$ cat src/rtl/writeback_unit.sv
// Register-file write port: merges in-order pipeline results with buffered M-unit
// results, aligns/extends load data and registers the write.
module writeback_unit #(
  parameter int MD_DEPTH = 2
) (
  input  logic        clk,
  input  logic        rst,
  input  logic        wb_valid,
  input  logic        wb_reg_file,
  input  logic        wb_load,
  input  logic [2:0]  mem_load_type,
  input  logic [4:0]  wb_rd,
  input  logic [31:0] alu_result,
  input  logic [31:0] mem_rdata,
  input  logic        md_valid,
  output logic        md_ready,
  input  logic [4:0]  md_rd,
  input  logic [31:0] md_result,
  output logic        reg_file_wr_en,
  output logic [4:0]  reg_file_wr_addr,
  output logic [31:0] reg_file_wr_data,
  output logic        md_pending
);

  localparam int PW = $clog2(MD_DEPTH);

  typedef logic [PW:0] ptr_t;

  localparam logic [2:0] LT_LB  = 3'b000;
  localparam logic [2:0] LT_LH  = 3'b001;
  localparam logic [2:0] LT_LBU = 3'b100;
  localparam logic [2:0] LT_LHU = 3'b101;

  ptr_t                wr_ptr;
  ptr_t                rd_ptr;
  ptr_t                count;
  logic [4:0]          fifo_rd   [MD_DEPTH];
  logic [31:0]         fifo_data [MD_DEPTH];
  logic [MD_DEPTH-1:0] fifo_vld;

  logic          p_req;
  logic          push;
  logic          pop_any;
  logic          pop_wr;
  logic          found;
  ptr_t          sel_off;
  logic [PW-1:0] sel_idx;
  logic [PW-1:0] scan_idx;
  logic [7:0]    ld_byte;
  logic [15:0]   ld_half;
  logic [31:0]   load_data;

  assign p_req      = wb_valid & wb_reg_file & (wb_rd != 5'd0);
  assign count      = wr_ptr - rd_ptr;
  assign md_ready   = (count != ptr_t'(MD_DEPTH));
  assign md_pending = |fifo_vld;
  // A zero destination is handshaken but never stored.
  assign push       = md_valid & md_ready & (md_rd != 5'd0);
  assign pop_any    = !p_req && (count != '0);
  assign pop_wr     = pop_any && found;

  // Oldest still-valid entry; superseded entries ahead of it are skipped by the pop.
  // NOTE: every variable gets a default before the loop so no latch is inferred.
  always_comb begin
    found    = 1'b0;
    sel_off  = '0;
    sel_idx  = '0;
    scan_idx = '0;
    for (int i = 0; i < MD_DEPTH; i++) begin
      scan_idx = rd_ptr[PW-1:0] + PW'(i);
      if (!found && fifo_vld[scan_idx]) begin
        found   = 1'b1;
        sel_off = ptr_t'(i);
        sel_idx = scan_idx;
      end
    end
  end

  always_comb begin
    ld_byte = mem_rdata[{alu_result[1:0], 3'b000} +: 8];
    ld_half = mem_rdata[{alu_result[1], 4'b0000} +: 16];
    case (mem_load_type)
      LT_LB:   load_data = {{24{ld_byte[7]}}, ld_byte};
      LT_LBU:  load_data = {24'd0, ld_byte};
      LT_LH:   load_data = {{16{ld_half[15]}}, ld_half};
      LT_LHU:  load_data = {16'd0, ld_half};
      default: load_data = mem_rdata;
    endcase
  end

  // NOTE: sequential state uses non-blocking assignments so every flop samples pre-edge values.
  always_ff @(posedge clk or negedge rst) begin
    if (!rst) begin
      wr_ptr   <= '0;
      rd_ptr   <= '0;
      fifo_vld <= '0;
    end else begin
      if (p_req) begin
        for (int i = 0; i < MD_DEPTH; i++) begin
          if (fifo_vld[i] && fifo_rd[i] == wb_rd) fifo_vld[i] <= 1'b0;
        end
      end
      if (pop_any) begin
        if (pop_wr) fifo_vld[sel_idx] <= 1'b0;
        rd_ptr <= found ? rd_ptr + sel_off + ptr_t'(1) : wr_ptr;
      end
      // Later assignment wins, so a same-cycle push is never superseded.
      if (push) begin
        fifo_vld[wr_ptr[PW-1:0]] <= 1'b1;
        wr_ptr                   <= wr_ptr + ptr_t'(1);
      end
    end
  end

  // NOTE: payload storage has no reset; only the valid bits and pointers need one.
  always_ff @(posedge clk) begin
    if (push) begin
      fifo_rd[wr_ptr[PW-1:0]]   <= md_rd;
      fifo_data[wr_ptr[PW-1:0]] <= md_result;
    end
  end

  always_ff @(posedge clk or negedge rst) begin
    if (!rst) begin
      reg_file_wr_en   <= 1'b0;
      reg_file_wr_addr <= '0;
      reg_file_wr_data <= '0;
    end else begin
      reg_file_wr_en <= p_req | pop_wr;
      if (p_req) begin
        reg_file_wr_addr <= wb_rd;
        reg_file_wr_data <= wb_load ? load_data : alu_result;
      end else if (pop_wr) begin
        reg_file_wr_addr <= fifo_rd[sel_idx];
        reg_file_wr_data <= fifo_data[sel_idx];
      end
    end
  end

endmodule

$ cat config.mk
export PLATFORM = sky130hd
export DESIGN_NAME = writeback_unit
export DESIGN_NICKNAME = d
export VERILOG_FILES = /design/src/rtl/writeback_unit.sv
export SDC_FILE = /design/constraint.sdc
export NUM_CORES = 1
export LEC_CHECK = 0
export ABC_AREA = 0
export CORE_UTILIZATION = 40
export CTS_CLUSTER_DIAMETER = 200
export CTS_CLUSTER_SIZE = 28
export DETAILED_ROUTE_END_ITERATION = 10
export GPL_ROUTABILITY_DRIVEN = 0
export GPL_TIMING_DRIVEN = 0
export PLACE_DENSITY = 0.64
export SYNTH_ARGS = -nofsm -noshare
export SYNTH_HDL_FRONTEND = slang
export SYNTH_SLANG_ARGS = --single-unit
$ cat constraint.sdc
create_clock -name clk -period 5 [get_ports clk]
set_input_delay 0.5 -clock clk [delete_from_list [all_inputs] [get_ports clk]]
set_output_delay 0.5 -clock clk [all_outputs]
set_load 0.01 [all_outputs]
==> results.ini, run 1 <==
[status]
status = complete, no violations

[clock_network]
ctsResizeCount = 0
insertion_delay_ps = 410
clkTransAtPathRegs_ps = 50
cts_max_level = 4
numClockSinks = 118
cts_buffers = 17
post_cts_buffers = 0
cts_tree = yes
cts_buffer_depth = 2
root_buffer = clkbuf_16
cts_hold_buf = 1

[layout]
ff_latch_area_sq_um = 3320
final_common_cell = clkdlybuf4s50_1
layout-drive-gt1-share_pct = 8.58
fillers = 1207
n_antenna_cell = 0
utilization_pct = 59.0
layout.nets = 837
syn_to_final_growth_pct = 43.1
multi_input_area_sq_um = 2220
layout_common_cells = clkdlybuf4s50_1, nand2_1, edfxtp_1

[floorplanning]
die_height_um = 122
coreArea_sq_um = 14000
start_util_pct = 41.2
num_rows = 43
die_w_um = 122
ios = 155
die-area_sq_um = 14900

[pwr]
p_sw_share_pct = 34.3
clockPowerShare_pct = 26.8
power_mw = 4.97
internal_power_mw = 3.26
leakagePower_nw = 3.11
ir_drop_uv = 360
comb_power_share_pct = 40.2
power.share.sequential_pct = 33.0
switchingPower_mw = 1.71
p_per_area_nw_per_um2 = 602

[sta]
rsz0062_at_grt = false
setup_tns_ps = 0
worst_slew_pin_slew_ps = 705
setup_slack_ps = 2450
slew-limit-headroom_pct = 52.8
hold_viol = 0
fmax_ghz = 0.392
period_needed_ps = 2550
slew_violations = 0
setup_viol = 0
skew_ps = 8.73
fin_crit_sh_pct = 51.1

[global_route]
grt_pass1_wl_um = 28200
grt_max_degree = 34
antenna_found_initial = 0
grtUsageMet1_pct = 32.7
met3_usage_pct = 7.02
grt_usage_pct = 25.9
grt_busiest_layer = met2
grt_util_met2_pct = 40.9
gr-total-overflow = 0
grt_pass1_vias = 5236

[logic_synthesis]
ys_seq_elements = 118
synth-seq-area-share_pct = 57.6
yosysTopAreaCell = edfxtp_1
yosysWarningCount = 0
synthesis.area_sq_um = 5770
synthesis.nets = 661
synthCells = 545
async_flop_share_pct = 37.3
ys_types = 57
ys.flop_type = edfxtp_1
synth_top_cell_area_share_pct = 38.5
synth_edf_count = 74
ys_top_cells_by_area = edfxtp_1, dfrtp_1, nand2_1
syn_avg_cell_area_sq_um = 10.6

[worst_setup_path]
crit_fanout = 6
cp-end-kind = output port
start_kind = register
cp.required_ps = 4500
crit_arrival_ps = 2050
crit_type = register to output port

[placed_design]
io_buffers = 153
post-place-ws_ps = 2070
dp_hpwl_um = 13700

[route]
viasPerCell = 5.70
drt_iter0_markers = 429
dr_total_vias = 5214
drcViolationCount = 0
routed_wl_um = 18400
dr.pass1.iters = 5
routedWlPerCell_um = 20.1
antenna_left = 0

[min_path]
hold_class = primary input to asynchronous set/reset pin

[job]
maxCapViolations = 0

[path summary, 6_finish.rpt]
check | slack (ps) | from | cells past startpoint | end
min reg2reg | 510 | reg_file_wr_data[25] | 1 | reg_file_wr_data[25]
min | 510 | rst | 2 | reg_file_wr_addr[3]
max reg2reg | 2520 | wr_ptr[0] | 6 | fifo_data[0][10]
min in group clk | 510 | reg_file_wr_data[25] | 1 | reg_file_wr_data[25]
max in group asynchronous | 3970 | rst | 3 | reg_file_wr_data[11]
max | 2450 | wr_ptr[0] | 4 | md_ready
[kinds of logic after synthesis]
| group | count (synthesis) | synth area share (%) |
|---|---|---|
| XOR/XNOR | 14 | 2.13 |
| flip-flops | 118 | 57.6 |
| multiplexers | 13 | 2.50 |
| AO/OA/AOI/OAI | 183 | 21.8 |
| AND/OR/NAND/NOR | 162 | 11.6 |
| buffers and inverters | 54 | 4.10 |
| adder cells (fa/ha/maj) | 1 | 0.217 |
[worst max-delay path, stage by stage (launching register included)]
cell and delay (ps):
dfrtp_1 350, clkbuf_2 170, xor2_1 320, nand2b_1 230
clkdlybuf4s50_1 560
[power by group through the flow]
stage / combinational, mW / clock (mW) / sequential, mW
4_1_cts: 2.00 / 1.35 / 1.64
2_1_floorplan: 1.05 / 0 / 1.68
6_report: 2.00 / 1.33 / 1.64
5_1_grt: 2.19 / 1.39 / 1.66
3_5_place_dp: 1.99 / 0 / 1.65
3_3_place_gp: 1.89 / 0 / 1.66
[synth_stat cells (4+ instances only)]
| library cell | instances |
|---|---|
| o22a_1 | 16 |
| clkbuf_1 | 23 |
| a31oi_1 | 27 |
| xor2_1 | 8 |
| a21oi_1 | 50 |
| buf_2 | 14 |
| o22ai_1 | 7 |
| nor3_1 | 5 |
| inv_1 | 14 |
| xnor2_1 | 6 |
| o31a_1 | 5 |
| a21o_1 | 4 |
| o32ai_1 | 5 |
| nand2b_1 | 6 |
| o211ai_1 | 4 |
| o21ai_0 | 12 |
| nand2_1 | 92 |
| o311ai_0 | 4 |
| edfxtp_1 | 74 |
| dfrtp_1 | 44 |
| nor2_1 | 48 |
| a211oi_1 | 16 |
| mux2i_1 | 11 |
| a311oi_1 | 5 |
[registers in the layout (all words and copies together), names as in the netlist]
signal	flops
reg_file_wr_data	32
rd_ptr	2
reg_file_wr_en	1
fifo_vld	2
fifo_data	64
reg_file_wr_addr	5
fifo_rd	10
wr_ptr	2
[metal layers]
metal  wire [um]  part of all wire [%]
met2        8720                    47
met1        7530                    41
met4         481                   2.6
met3        1670                   9.1
met5           0                     0
[area by class of cell]
cell class              instances  share of cell area (%)
plain buffers                  40                    2.23
multi-input cells             373                    26.9
clock buffers                  23                    5.79
clock inverters                 9                    2.09
flip-flops and latches        118                    40.3
well taps                     180                    2.73
repair buffers                157                    19.3
inverters                      14                   0.637
[per-stage QoR]
| stage | cells | hold slack [ps] | cell area [sq um] |
|---|---|---|---|
| after detailed placement | 881 | 422 | 7590 |
| after CTS | 914 | 501 | 8250 |
| final | 914 | 507 | 8250 |
| after floorplan | 545 | 204 | 5770 |
| after global routing | 914 | 519 | 8250 |
| after global placement | 878 | 494 | 7520 |
Power figures use the tool's default switching activity.
==> run 2, diff against run 1 <==
- clock period: 5 -> 2.5 ns (I/O delays scaled with it)
==> run 2 against run 1 <==
  * Sequential cell count did not move
  * Critical path type is now register to register
  * Die area unchanged
  * First-iteration DRC count grew 18%
  * Worst setup slack worse by 2200 ps
  * Register-to-register slack worse by 2300 ps
  * Clock skew decreased by 2.9 ps
  * Combinational power up 120%
  * Count of clock-buffer cells in the layout grew 1
  * Largest power group unchanged
  * Global-route usage increased by 1.0 points
  * Total power rose by 100%
  * Worst hold slack got worse by 240 ps
  * Clock power increased by 86%
==> results.ini, run 2 (synthesis gave the netlist of run 1 again) <==
[worst_setup_path]
rr_endpoint = reg_file_wr_data[14]
crit_type = register to register
worstSetupEndpoint = reg_file_wr_data[14]
path_cells = nand2b_1 -> nand2_1 -> clkbuf_1 -> nor2_1 -> o311ai_1 -> o31a_1
reg2reg_slack_ps = 260  ; -2260 ps
cp.required_ps = 2850  ; -1650 ps
startpoint = rd_ptr[0]
slowest_delay_ps = 510  ; -50 ps
crit_fanout = 10  ; +4
cp-end-kind = register
cp.depth = 6  ; +2
start_kind = register
cp_top_family = simple AND/OR/NAND/NOR gates
crit_arrival_ps = 2580  ; +530 ps
reg2regPathDepth = 6  ; unchanged
cp_slowest_cell = clkbuf_1
r2r_start = rd_ptr[0]
worst-path-buf-inv = 1  ; -1

[floorplanning]
ios = 155  ; unchanged
num_rows = 43  ; unchanged
die_w_um = 122  ; unchanged
die-area_sq_um = 14900  ; unchanged
start_util_pct = 41.2  ; unchanged
coreArea_sq_um = 14000  ; unchanged
die_height_um = 122  ; unchanged

[sta]
period_needed_ps = 2240
skew_ps = 5.82  ; -2.92 ps
rsz0062_at_grt = false
hold_ws_ps = 270  ; -238 ps
worst_slew_pin_slew_ps = 674  ; -31.1 ps
setup_tns_ps = 0  ; unchanged
fmax_ghz = 0.447
slew_violations = 0  ; unchanged
fin_crit_sh_pct = 89.4
hold_viol = 0  ; unchanged
setup_viol = 0  ; unchanged
slew-limit-headroom_pct = 55.0  ; +2.2 points

[clock_network]
cts_tree = yes
insertion_delay_ps = 410  ; about the same
cts_max_level = 4  ; unchanged
numClockSinks = 118  ; unchanged
clkTransAtPathRegs_ps = 50  ; about the same
root_buffer = clkbuf_16
cts_buffers = 17  ; unchanged
cts_buffer_depth = 2  ; unchanged

[pwr]
leakagePower_nw = 3.17  ; +1.9%
ir_drop_uv = 618  ; +72%
p_per_area_nw_per_um2 = 1210  ; +100%
power_mw = 10.1  ; +100%

[layout]
layout.nets = 851  ; +1.7%
syn_to_final_growth_pct = 45.1
layout_common_cells = clkdlybuf4s50_1, nand2_1, edfxtp_1
n_antenna_cell = 0  ; unchanged
largest_register_ffs = 64  ; unchanged
fillers = 1195  ; -0.99%
layout-drive-gt1-share_pct = 10.7  ; +2.1 points
final_common_cell = clkdlybuf4s50_1

[global_route]
grt_max_degree = 34  ; unchanged
grt_usage_pct = 26.9  ; +1.0 points
antenna_found_initial = 0  ; unchanged
grt_pass1_vias = 5283  ; +0.90%
gr-total-overflow = 0  ; unchanged
grt_pass1_wl_um = 29300  ; +3.8%

[placed_design]
io_buffers = 153  ; unchanged
dp_hpwl_um = 13600  ; -0.52%

[route]
routed_wl_um = 19400  ; +5.6%
dr.pass1.iters = 5  ; unchanged
routedWlPerCell_um = 20.9  ; +4.0%
dr_total_vias = 5274  ; +1.2%
drt_iter0_markers = 507  ; +18%
antenna_left = 0  ; unchanged
viasPerCell = 5.68  ; -0.38%
drcViolationCount = 0  ; unchanged

[status]
status = complete, no violations

[job]
maxCapViolations = 0  ; unchanged

[min_path]
hold_class = primary input to asynchronous set/reset pin

run 2: cell count changes in the layout (fill, tap and decap cells not counted), sizes merged:
cell / change
buf: +11
bufinv: -3
clkbuf: +1
clkinv: +2
nor2: +3
run 2: layout make-up:
class / count / area, sq um / area share (%)
sequential: 118 / 3320 / 39.7
multi-input combinational: 376 / 2280 / 27.2
timing repair buffer: 168 / 1690 / 20.2
clock buffer: 24 / 513 / 6.13
tap: 180 / 225 / 2.69
buffer: 40 / 193 / 2.30
clock inverter: 8 / 92.6 / 1.11
inverter: 14 / 52.6 / 0.628
run 2: worst min path at each step:
stage                     slack [ps]                    to  cells after the start                  from
after floorplan                  -50           fifo_vld[0]                      0                   rst
after CTS                        260   reg_file_wr_addr[3]                      2                   rst
after global placement           500  reg_file_wr_data[24]                      1  reg_file_wr_data[24]
final                            270             wr_ptr[0]                      2                   rst
after detailed placement         170   reg_file_wr_addr[3]                      1                   rst
after global routing             290             wr_ptr[0]                      2                   rst
run 2: where the power goes:
part / internal [mW] / switching (mW) / leakage [nW]
Sequential: 2.90 / 0.386 / 1.20
Clock: 1.62 / 0.853 / 0.301
Combinational: 1.97 / 2.37 / 1.67
Total: 6.49 / 3.61 / 3.17
run 2: repair_timing:
item / 4_1_cts / 5_1_grt
gates resized for setup: 7 / 0
hold buffers: 1 / 0
pin swaps: 5 / 2
buffers inserted: 8 / 5
setup endpoints to repair: 76 / 20
gates cloned: 2 / 1
hold endpoints to repair: 11 / 0
run 2: stage by stage:
step,std cells,util (%),cell area (sq um),worst slack (ps)
final,928,59.8,8370,265
after CTS,922,59.5,8320,19.5
after floorplan,545,-,5780,213
after detailed placement,879,54.0,7550,-298
after global placement,878,53.9,7540,-263
after global routing,928,59.8,8370,54.6
run 2: per-layer routing:
metal	track usage [%]	vias to the layer above	part of all wire, %
met1	35.6	2577	43
met3	4.96	26	7.0
met4	7.93	0	1.7
met2	44.9	260	48
met5	0	-	0
li1	-	2411	-
==> run 3, diff against run 2 <==
- MAX_ROUTING_LAYER: default -> met4
==> run 3 against run 2 <==
  * Sequential cell count is the same
  * Worst hold slack gained 3.9 ps
  * Die area is the same
==> results.ini, run 3 (synthesis gave the netlist of run 1 again) <==
[global_route]
grt_pass1_vias = 5287  ; +0.076%
grt_usage_pct = 27.7  ; +0.79 points
gr-total-overflow = 0  ; unchanged
grt_pass1_wl_um = 29300  ; about the same
grt_max_degree = 34  ; unchanged
antenna_found_initial = 0  ; unchanged

[layout]
layout_common_cells = clkdlybuf4s50_1, nand2_1, edfxtp_1
layout-drive-gt1-share_pct = 10.7  ; unchanged
syn_to_final_growth_pct = 45.1  ; unchanged
largest_register_ffs = 64  ; unchanged
n_antenna_cell = 0  ; unchanged
utilization_pct = 59.8  ; unchanged
layout.nets = 851  ; unchanged
final_common_cell = clkdlybuf4s50_1
final_cells = 928  ; unchanged

[pwr]
leakagePower_nw = 3.17  ; unchanged
switchingPower_mw = 3.60  ; about the same
ir_drop_uv = 616  ; -0.25%
power_mw = 10.1  ; about the same
power.share.sequential_pct = 32.5  ; about the same
comb_power_share_pct = 43.0  ; about the same
p_per_area_nw_per_um2 = 1210  ; about the same
p_sw_share_pct = 35.7  ; about the same
internal_power_mw = 6.49  ; about the same
clockPowerShare_pct = 24.5  ; about the same

[clock_network]
cts_max_level = 4  ; unchanged
cts_tree = yes
cts_buffer_depth = 2  ; unchanged
cts_buffers = 17  ; unchanged
numClockSinks = 118  ; unchanged
insertion_delay_ps = 410  ; about the same
clkTransAtPathRegs_ps = 50  ; about the same
root_buffer = clkbuf_16

[worst_setup_path]
crit_arrival_ps = 2580  ; about the same
cp.required_ps = 2850  ; about the same
crit_fanout = 10  ; unchanged
crit_type = register to register
cp-end-kind = register
start_kind = register

[route]
routed_wl_um = 19500  ; +0.51%
viasPerCell = 5.72  ; +0.72%
routedWlPerCell_um = 21.0  ; +0.51%
dr_total_vias = 5312  ; +0.72%
antenna_left = 0  ; unchanged
drt_iter0_markers = 578  ; +14%
dr.pass1.iters = 5  ; unchanged
drcViolationCount = 0  ; unchanged

[floorplanning]
coreArea_sq_um = 14000  ; unchanged
die_w_um = 122  ; unchanged
ios = 155  ; unchanged
num_rows = 43  ; unchanged
die-area_sq_um = 14900  ; unchanged
die_height_um = 122  ; unchanged
start_util_pct = 41.2  ; unchanged

[placed_design]
dp_cells = 879  ; unchanged
io_buffers = 153  ; unchanged
dp_hpwl_um = 13600  ; unchanged

[sta]
worst_slew_pin_slew_ps = 686  ; +12.3 ps
rsz0062_at_grt = false
fmax_ghz = 0.448  ; about the same
slew-limit-headroom_pct = 54.2  ; -0.82 points
setup_viol = 0  ; unchanged
skew_ps = 5.22  ; -0.593 ps
period_needed_ps = 2230  ; -0.894 ps
fin_crit_sh_pct = 89.4  ; about the same
slew_violations = 0  ; unchanged
hold_viol = 0  ; unchanged

[job]
maxCapViolations = 0  ; unchanged

[min_path]
hold_class = primary input to asynchronous set/reset pin

[status]
status = complete, no violations

-- run 3: final timing paths --
path | start | to | slack [ps] | depth (start not counted)
max reg2reg | rd_ptr[0] | reg_file_wr_data[14] | 270 | 6
max in group asynchronous | rst | reg_file_wr_data[22] | 1720 | 3
min reg2reg | reg_file_wr_data[24] | reg_file_wr_data[24] | 510 | 1
min in group clk | md_result[24] | fifo_data[1][24] | 420 | 1
min | rst | wr_ptr[0] | 270 | 2
max | rd_ptr[0] | reg_file_wr_data[14] | 270 | 6
-- run 3: power by group through the flow --
stage          combinational, mW  sequential (mW)  clock (mW)
6_report                    4.34             3.28        2.47
5_1_grt                     4.71             3.34        2.59
4_1_cts                     4.23             3.28        2.50
3_5_place_dp                3.91             3.31           0
3_3_place_gp                3.81             3.29           0
2_1_floorplan               2.12             3.35           0
-- run 3: cell type report --
type	instances	area [sq um]
Inverter	14	52.6
Clock buffer	24	513
Fill cell	1194	5620
Sequential cell	118	3320
Clock inverter	8	92.6
Buffer	40	193
Timing Repair Buffer	168	1690
Multi-Input combinational cell	376	2280
Tap cell	180	225
-- run 3: through the flow --
stage               setup TNS [ps]  setup WS [ps]  hold slack, ps  cell area [sq um]
floorplan                        0            213           -45.6               5780
global placement            -24830           -263             495               7540
detailed placement          -22230           -298             168               7550
CTS                              0           19.5             261               8320
global route                     0           61.1             292               8370
finish                           0            266             274               8370
-- run 3: timing repair --
action,4_1_cts,5_1_grt
setup buffers,8,5
gates resized for setup,7,0
pin swaps,5,2
hold buffers,1,0
cloned,2,1
endpoints found under the hold margin,11,0
endpoints found under the setup margin,76,20
-- run 3: worst max-delay path, cell delays in order, from the launching register on --
cell      delay (ps)
dfrtp_1          480
nand2b_1         230
nand2_1          380
clkbuf_1         510
nor2_1           100
o311ai_1         290
o31a_1           180
-- run 3: routing by layer --
metal / vias up / wire length [um] / global-route usage [%]
met3: 30 / 1310 / 4.73
met1: 2624 / 8480 / 35.7
met2: 244 / 9440 / 45.0
li1: 2414 / - / -
met5: - / 0 / -
met4: 0 / 293 / 7.70
